### src/rtl/adc_resp_pkg.sv
// Shared types and helpers for the LTC2308-style SPI ADC responder.
// Holds the FSM state enum, config-word bit positions, the power-on config,
// and the small helpers that map config fields to a channel and apply the
// output code format.
package adc_resp_pkg;

    // Result width the helpers below are written for.
    localparam int RES_W = 12;

    // Responder FSM states.
    typedef enum logic [1:0] {
        WAIT_HIGH = 2'd0,
        IDLE      = 2'd1,
        SHIFT     = 2'd2,
        CONVERT   = 2'd3
    } state_t;

    // Config word layout {S/D, O/S, S1, S0, UNI, SLP}.
    localparam int CFG_SD  = 5;
    localparam int CFG_OS  = 4;
    localparam int CFG_S1  = 3;
    localparam int CFG_S0  = 2;
    localparam int CFG_UNI = 1;
    localparam int CFG_SLP = 0;

    // Single-ended, channel 0, unipolar, awake.
    localparam logic [5:0] CFG_RESET = 6'b100010;

    // Mid-scale code used to turn straight binary into two's complement.
    localparam logic [RES_W-1:0] MID_CODE = 12'h800;

    // {O/S,S1,S0} -> single-ended channel number {S1,S0,O/S}.
    function automatic logic [2:0] ch_index(input logic [2:0] os_s1_s0);
        return {os_s1_s0[1:0], os_s1_s0[2]};
    endfunction

    // Unipolar keeps straight binary; bipolar flips the MSB so mid-scale reads 0.
    function automatic logic [RES_W-1:0] apply_uni(input logic [RES_W-1:0] sample,
                                                   input logic             uni);
        return uni ? sample : (sample ^ MID_CODE);
    endfunction

endpackage

### src/rtl/adc_spi_responder_sync_edge.sv
// Multi-flop synchronizer for one asynchronous input with rise/fall pulses.
// The reset value is selectable so a line can be held at its "not yet
// proven" level until real samples arrive from the pin.
module sync_edge #(
    parameter int   STAGES  = 2,
    parameter logic RST_VAL = 1'b0
) (
    input  logic clock,
    input  logic reset,
    input  logic d,
    output logic level,
    output logic rise,
    output logic fall
);

    logic [STAGES-1:0] sync_q;
    logic              prev_q;

    // Shift the raw input through the synchronizer chain and keep the last
    // synchronized value for edge detection.
    always_ff @(posedge clock or negedge reset) begin
        if (!reset) begin
            sync_q <= {STAGES{RST_VAL}};
            prev_q <= RST_VAL;
        end else begin
            sync_q <= {sync_q[STAGES-2:0], d};
            prev_q <= sync_q[STAGES-1];
        end
    end

    // Level and single-cycle edge pulses on the synchronized value.
    always_comb begin
        level = sync_q[STAGES-1];
        rise  = sync_q[STAGES-1] & ~prev_q;
        fall  = ~sync_q[STAGES-1] & prev_q;
    end

endmodule

### src/rtl/adc_spi_responder.sv
// Device end of an LTC2308-style 4-wire serial ADC (CS_N/SCLK/DIN/DOUT).
// A master frame shifts out the previous conversion result MSB first on
// DOUT while a 6-bit config word is shifted in on DIN; cs_n rising starts
// the next conversion, which uses the config just accepted.
//
// SPI framing: cs_n low opens a frame; DOUT changes after each detected
// sclk fall so the master samples it while sclk is low or on the next rise;
// DIN is sampled on detected sclk rises. Every SCLK phase must last at least
// SYNC_STAGES+1 clock cycles.
//
// Optional build macro ADC_RESP_TEST_RAMP_EN: ignore ch_data and serve
// channel k as (k*512 + ramp), ramp counting completed conversions.
module adc_spi_responder
    import adc_resp_pkg::*;
#(
    parameter int DATA_W       = 12,
    parameter int CFG_W        = 6,
    parameter int SYNC_STAGES  = 2,
    parameter int TCONV_CYCLES = 80
) (
    input  logic                clock,
    input  logic                reset,
    input  logic                adc_cs_n,
    input  logic                adc_sclk,
    input  logic                adc_din,
    output logic                adc_dout,
    input  logic [8*DATA_W-1:0] ch_data,
    output logic [CFG_W-1:0]    cfg_out,
    output logic                busy,
    output logic                frame_done,
    output logic                protocol_err,
    output state_t              dbg_state
);

    localparam int          CW        = $clog2(TCONV_CYCLES);
    localparam logic [CW-1:0] CONV_LAST = CW'(TCONV_CYCLES - 1);
    localparam logic [3:0]  NBITS     = 4'(DATA_W);
    localparam logic [3:0]  CFG_BITS  = 4'(CFG_W);
    localparam logic signed [DATA_W:0] BI_MAX = (DATA_W+1)'((1 << (DATA_W-1)) - 1);
    localparam logic signed [DATA_W:0] BI_MIN = -BI_MAX;

    // Synchronized link signals.
    logic cs_s, cs_rise, cs_fall;
    logic sclk_rise, sclk_fall;
    logic din_s;

    // State and datapath registers.
    state_t              state, state_nx;
    logic [CW-1:0]       conv_cnt;
    logic [DATA_W-1:0]   shift_reg;
    logic [DATA_W-1:0]   result;
    logic [CFG_W-1:0]    cfg_sr;
    logic [3:0]          fall_cnt;
    logic [3:0]          rise_cnt;
    logic                asleep_q;

    // Conversion datapath.
    logic [DATA_W-1:0]       samples [8];
    logic [DATA_W-1:0]       op_a, op_b;
    logic signed [DATA_W:0]  diff;
    logic [DATA_W-1:0]       diff_code;
    logic [DATA_W-1:0]       conv_value;
    logic [2:0]              se_ch;

    // cs_n is held low through reset so a frame still in progress when reset
    // releases is not mistaken for idle; WAIT_HIGH then needs a real high.
    sync_edge #(.STAGES(SYNC_STAGES), .RST_VAL(1'b0)) u_sync_cs (
        .clock (clock),
        .reset (reset),
        .d     (adc_cs_n),
        .level (cs_s),
        .rise  (cs_rise),
        .fall  (cs_fall)
    );

    sync_edge #(.STAGES(SYNC_STAGES), .RST_VAL(1'b0)) u_sync_sclk (
        .clock (clock),
        .reset (reset),
        .d     (adc_sclk),
        .level (),
        .rise  (sclk_rise),
        .fall  (sclk_fall)
    );

    sync_edge #(.STAGES(SYNC_STAGES), .RST_VAL(1'b0)) u_sync_din (
        .clock (clock),
        .reset (reset),
        .d     (adc_din),
        .level (din_s),
        .rise  (),
        .fall  ()
    );

`ifdef ADC_RESP_TEST_RAMP_EN
    logic [DATA_W-1:0] ramp_q;
    logic              unused_ch_data;

    assign unused_ch_data = ^ch_data;

    // Ramp advances once per completed conversion.
    always_ff @(posedge clock or negedge reset) begin
        if (!reset) begin
            ramp_q <= '0;
        end else if (state == CONVERT && conv_cnt == CONV_LAST) begin
            ramp_q <= ramp_q + 1'b1;
        end
    end

    // Channel k reads k*512 above the ramp, wrapping at full scale.
    always_comb begin
        for (int k = 0; k < 8; k++) begin
            samples[k] = DATA_W'(k << (DATA_W - 3)) + ramp_q;
        end
    end
`else
    // Channel k comes straight from its slice of ch_data.
    always_comb begin
        for (int k = 0; k < 8; k++) begin
            samples[k] = ch_data[k*DATA_W +: DATA_W];
        end
    end
`endif

    // Compute the conversion value the current cfg_out asks for.
    always_comb begin
        se_ch = ch_index({cfg_out[CFG_OS], cfg_out[CFG_S1], cfg_out[CFG_S0]});
        op_a  = samples[{cfg_out[CFG_S1], cfg_out[CFG_S0], 1'b0}];
        op_b  = samples[{cfg_out[CFG_S1], cfg_out[CFG_S0], 1'b1}];
        if (cfg_out[CFG_OS]) begin
            op_a = samples[{cfg_out[CFG_S1], cfg_out[CFG_S0], 1'b1}];
            op_b = samples[{cfg_out[CFG_S1], cfg_out[CFG_S0], 1'b0}];
        end
        diff = $signed({1'b0, op_a}) - $signed({1'b0, op_b});
        // Differential: unipolar clamps below zero, bipolar saturates and is
        // already a two's complement code.
        if (cfg_out[CFG_UNI]) begin
            diff_code = diff[DATA_W] ? '0 : diff[DATA_W-1:0];
        end else if (diff > BI_MAX) begin
            diff_code = BI_MAX[DATA_W-1:0];
        end else if (diff < BI_MIN) begin
            diff_code = BI_MIN[DATA_W-1:0];
        end else begin
            diff_code = diff[DATA_W-1:0];
        end
        if (cfg_out[CFG_SD]) begin
            conv_value = apply_uni(samples[se_ch], cfg_out[CFG_UNI]);
        end else begin
            conv_value = diff_code;
        end
    end

    // FSM state register.
    always_ff @(posedge clock or negedge reset) begin
        if (!reset) begin
            state <= WAIT_HIGH;
        end else begin
            state <= state_nx;
        end
    end

    // Next-state logic and busy flag.
    always_comb begin
        state_nx = state;
        busy     = 1'b0;
        case (state)
            WAIT_HIGH: if (cs_s) state_nx = IDLE;
            IDLE:      if (cs_fall) state_nx = SHIFT;
            SHIFT:     if (cs_rise) state_nx = CONVERT;
            CONVERT: begin
                busy = 1'b1;
                // A frame opened during conversion must close before the next one counts.
                if (conv_cnt == CONV_LAST) state_nx = cs_s ? IDLE : WAIT_HIGH;
            end
            default:   state_nx = WAIT_HIGH;
        endcase
    end

    // DOUT: MSB as soon as the frame opens, then the shift register until all
    // result bits have gone out; zero whenever no valid frame is being served.
    always_comb begin
        adc_dout = 1'b0;
        if (state == SHIFT && fall_cnt < NBITS) begin
            adc_dout = shift_reg[DATA_W-1];
        end else if (state == IDLE && cs_fall) begin
            adc_dout = result[DATA_W-1];
        end
    end

    assign dbg_state = state;

    // Frame shifting, config capture, conversion capture and status pulses.
    always_ff @(posedge clock or negedge reset) begin
        if (!reset) begin
            shift_reg    <= '0;
            result       <= '0;
            cfg_sr       <= '0;
            cfg_out      <= CFG_RESET;
            fall_cnt     <= '0;
            rise_cnt     <= '0;
            conv_cnt     <= '0;
            asleep_q     <= 1'b0;
            frame_done   <= 1'b0;
            protocol_err <= 1'b0;
        end else begin
            frame_done   <= 1'b0;
            protocol_err <= 1'b0;
            case (state)
                IDLE: begin
                    if (cs_fall) begin
                        shift_reg <= result;
                        fall_cnt  <= '0;
                        rise_cnt  <= '0;
                    end
                end
                SHIFT: begin
                    if (sclk_fall && fall_cnt < NBITS) begin
                        shift_reg <= shift_reg << 1;
                        fall_cnt  <= fall_cnt + 1'b1;
                    end
                    if (sclk_rise) begin
                        if (rise_cnt < CFG_BITS) cfg_sr <= {cfg_sr[CFG_W-2:0], din_s};
                        if (rise_cnt != 4'hF)    rise_cnt <= rise_cnt + 1'b1;
                    end
                    if (cs_rise) begin
                        conv_cnt <= '0;
                        if (rise_cnt >= CFG_BITS) begin
                            cfg_out    <= cfg_sr;
                            frame_done <= 1'b1;
                        end else begin
                            protocol_err <= 1'b1;
                        end
                    end
                end
                CONVERT: begin
                    if (cs_fall) protocol_err <= 1'b1;
                    if (conv_cnt == '0) begin
                        // Sleep forces zero for the sleeping config and for the
                        // first conversion after waking.
                        result   <= (cfg_out[CFG_SLP] || asleep_q) ? '0 : conv_value;
                        asleep_q <= cfg_out[CFG_SLP];
                    end
                    if (conv_cnt != CONV_LAST) conv_cnt <= conv_cnt + 1'b1;
                end
                default: ;
            endcase
        end
    end

endmodule

### config.mk
export PLATFORM = sky130hd
export DESIGN_NAME = adc_spi_responder
export DESIGN_NICKNAME = d
export VERILOG_FILES = /design/src/rtl/adc_resp_pkg.sv /design/src/rtl/adc_spi_responder_sync_edge.sv /design/src/rtl/adc_spi_responder.sv
export SDC_FILE = /design/constraint.sdc
export NUM_CORES = 1
export LEC_CHECK = 0
export CAP_MARGIN = 40
export CORE_MARGIN = 1.5
export CORE_UTILIZATION = 50
export DETAILED_ROUTE_END_ITERATION = 12
export PLACE_DENSITY_LB_ADDON = 0.3
export SLEW_MARGIN = 40
export SYNTH_ARGS = -nofsm -noshare
export SYNTH_HDL_FRONTEND = slang
export SYNTH_SLANG_ARGS = --single-unit
### constraint.sdc
create_clock -name clock -period 6 [get_ports clock]
set_clock_uncertainty 0.05 [all_clocks]
set_input_delay 1.2 -clock clock [delete_from_list [all_inputs] [get_ports clock]]
set_output_delay 1.2 -clock clock [all_outputs]
set_load 0.01 [all_outputs]
==> impl_metrics.json <==
{
  "dieArea_mm2": 0.00954,
  "reg2reg_slack_ns": 1.71,
  "power.density_mw_per_mm2": 293,
  "critPathKind": "input port to flip-flop",
  "hpwlAfterDp_um": 8370,
  "synthCells": 443,
  "clkSlewWorstSetupHoldPaths_ns": 0.08,
  "drv_slew": 0,
  "ff2ff_path_depth": 12,
  "post_cts_buffers": 0,
  "yosys.cell_types.count": 60,
  "start_util": 0.514,
  "drc": 0,
  "fp.dieW_um": 97.7,
  "syn_area_mm2": 0.00448,
  "async_flop_share": 1.00,
  "period_minus_slack_ns": 4.70,
  "clockPowerShare": 0.212,
  "grt_start_max_net_pins": 65,
  "drive_above_1_share": 0.140,
  "maxCapViolCount": 0,
  "cp_num_buf_inv": 2,
  "cts_sinks": 64,
  "p_total_uw": 1730,
  "netlist_top_cells_area": "dfrtp_1 35%, mux4_2 12%, ha_1 6.1%, mux2i_1 5.6%, mux2_2 4.5%",
  "via_per_inst": 5.86,
  "nets": 675,
  "clkLatencyLatePin_ns": 0.34,
  "swShare": 0.367,
  "rsz0062_at_grt": "false",
  "clk_path_buf_depth": 2,
  "cts_resized": 0,
  "endpoint": "result[10]",
  "cts-root-buf": "clkbuf_8",
  "fin_setup_tns_ns": 0,
  "dieHeight_um": 97.7,
  "io_pins": 113,
  "setup-violations-final": 0,
  "fp.coreArea_mm2": 0.00872,
  "cp_max_fo": 9,
  "yosysTopAreaCellShare": 0.346,
  "tritoncts": "yes",
  "r2r-end": "result[10]",
  "grt_overflow": 0,
  "num_antenna_cells": 0,
  "hold_buffers": 0,
  "combPwrFrac": 0.405,
  "grt_pass1_wl_um": 18200,
  "fp-row-count": 34,
  "startpoint": "ch_data[48]",
  "io_buffers": 112,
  "synth_area_per_cell_um2": 10.1,
  "status": "complete, no violations",
  "max-slew-margin-rel": 0.582,
  "grt_pass1_vias": 3960,
  "ant_nets": 0,
  "cts_made_buffers": 9,
  "max_stage_delay_ns": 0.49,
  "ys_seq_elements": 64,
  "hold_viol": 0,
  "crit_slowest_cell": "mux4_2",
  "routabilityCongestion": 0.893,
  "wire_per_inst_um": 16.1,
  "r2r_start": "cfg_out[2]",
  "vias": 3889,
  "fin_crit_sh": 0.784,
  "syn-num-nets": 567,
  "tightestPinTransition_ns": 0.624,
  "drt_first_pass_iters": 5,
  "cts_max_level": 3,
  "crit_family": "compound AO/OA/AOI/OAI gates",
  "p_switching_uw": 635,
  "pwr-share-seq": 0.382,
  "p_leak_uw": 0.00237,
  "path_cells": "clkdlybuf4s50_1 -> mux4_2 -> mux2i_1 -> ha_1 -> inv_1 -> fa_1 -> a211oi_1 -> nor3b_2 -> a31oi_1 -> o2bb2ai_1 -> o21ai_4 -> a21oi_2 -> o21ai_0 -> a22o_1",
  "grt_usage": 0.233,
  "antenna_found_initial": 0,
  "worstSetupStartpointType": "input port",
  "endpoint_kind": "flip-flop",
  "cp.depth": 14,
  "cellInternalPower_uw": 1090,
  "ir_drop_mv": 0.154,
  "synth_edf_count": 0,
  "synthToLayoutAreaGrowth_pct": 31.5,
  "arrival_ns": 4.87,
  "max_freq_mhz": 213,
  "first_iter_violations": 158,
  "ys.warnings.count": 0,
  "synthFlopType": "dfrtp_1",
  "worstPathRequired_ns": 6.17,
  "yosysTopAreaCell": "dfrtp_1",
  "wl_um": 10700,
  "hp-class": "flip-flop to flip-flop",
  "synth-seq-area-share": 0.358
}
[worst register-to-register path, delay by kind of cell, from the launching register on]
kind	cells	cell delay, ns
compound gates	7	1.95
flops	1	0.35
mux	2	0.90
fa+ha+maj	1	0.34
simple gates	1	0.18
buf+inv	1	0.40
[how the worst min path moves through the flow]
stage,start,end,slack (ns),cells after the start
4_1_cts,u_sync_sclk.sync_q[0],u_sync_sclk.sync_q[1],0.31,0
5_1_grt,u_sync_cs.sync_q[0],u_sync_cs.sync_q[1],0.33,0
3_5_place_dp,u_sync_sclk.sync_q[0],u_sync_sclk.sync_q[1],0.29,0
2_1_floorplan,u_sync_cs.sync_q[0],u_sync_cs.sync_q[1],0.28,0
6_report,u_sync_sclk.sync_q[0],u_sync_sclk.sync_q[1],0.30,0
3_3_place_gp,u_sync_sclk.sync_q[0],u_sync_sclk.sync_q[1],0.28,0
[through the flow]
stage / worst slack [ns] / cell area, µm² / hold WS (ns) / util / instances
global route: 1.00 / 5890 / 0.331 / 0.676 / 664
CTS: 1.32 / 5890 / 0.306 / 0.675 / 664
global placement: 1.10 / 5690 / 0.284 / 0.653 / 648
floorplan: 1.72 / 4480 / 0.281 / - / 443
detailed placement: 0.950 / 5700 / 0.288 / 0.653 / 648
finish: 1.30 / 5890 / 0.302 / 0.676 / 664
[cells by family after synthesis]
group,share of synthesized area
and+or+nand+nor,0.141
AOI/OAI and AO/OA,0.156
xor gates and xnor gates,0.0235
adders and majority gates,0.0659
muxes,0.222
buffers and inverters,0.0341
DFF,0.358
[placed cells by master, fill, tap and decap left out, types with 4 or more instances in the layout]
cell type,n
clkdlybuf4s50_1,111
dfrtp_1,60
nor2_1,53
nand2_1,32
o21ai_0,26
mux2i_1,25
mux4_2,24
a21oi_1,23
ha_1,22
inv_1,20
mux2_2,18
nand3_1,11
clkbuf_8,9
a211oi_1,7
xor2_1,7
a22o_1,7
nor3_1,6
a21o_1,6
a31oi_1,5
xnor2_1,5
or3_1,4
[Yosys cell counts (3+ instances only)]
master,instances
dfrtp_1,62
nor2_1,53
nand2_1,32
o21ai_0,26
mux2i_1,25
a21oi_1,24
mux4_2,24
ha_1,22
inv_1,20
mux2_2,18
clkbuf_1,15
nand3_1,11
a211oi_1,7
a22o_1,7
xor2_1,7
a21o_1,6
nor3_1,6
a31oi_1,5
xnor2_1,5
or3_1,4
a21boi_0,3
and2_1,3
nand2b_1,3
nand4_1,3
nor2b_1,3
o21a_1,3
[area by class of cell]
class / instances / area [µm²]
fill: 667 / 2830
multi-input combinational: 339 / 2730
sequential: 64 / 1610
timing repair buffer: 116 / 1150
tap: 108 / 135
clock buffer: 9 / 124
inverter: 21 / 78.8
clock inverter: 7 / 71.3
[metal layers]
layer / track usage / wire, µm / vias to the layer above / share of wire
met4: 0.0714 / 160 / 0 / 0.015
met3: 0.0410 / 556 / 15 / 0.052
met1: 0.297 / 4560 / 1886 / 0.43
met2: 0.405 / 5420 / 137 / 0.51
li1: - / - / 1851 / -
met5: 0 / 0 / - / 0
[power groups by stage]
stage / Combinational, µW / Clock [µW] / Sequential [µW]
after floorplan: 481 / 0 / 645
after global placement: 667 / 0 / 662
after detailed placement: 697 / 0 / 669
after CTS: 702 / 374 / 661
after global routing: 789 / 392 / 682
final: 700 / 367 / 661
(Power assumes the default switching activity.)
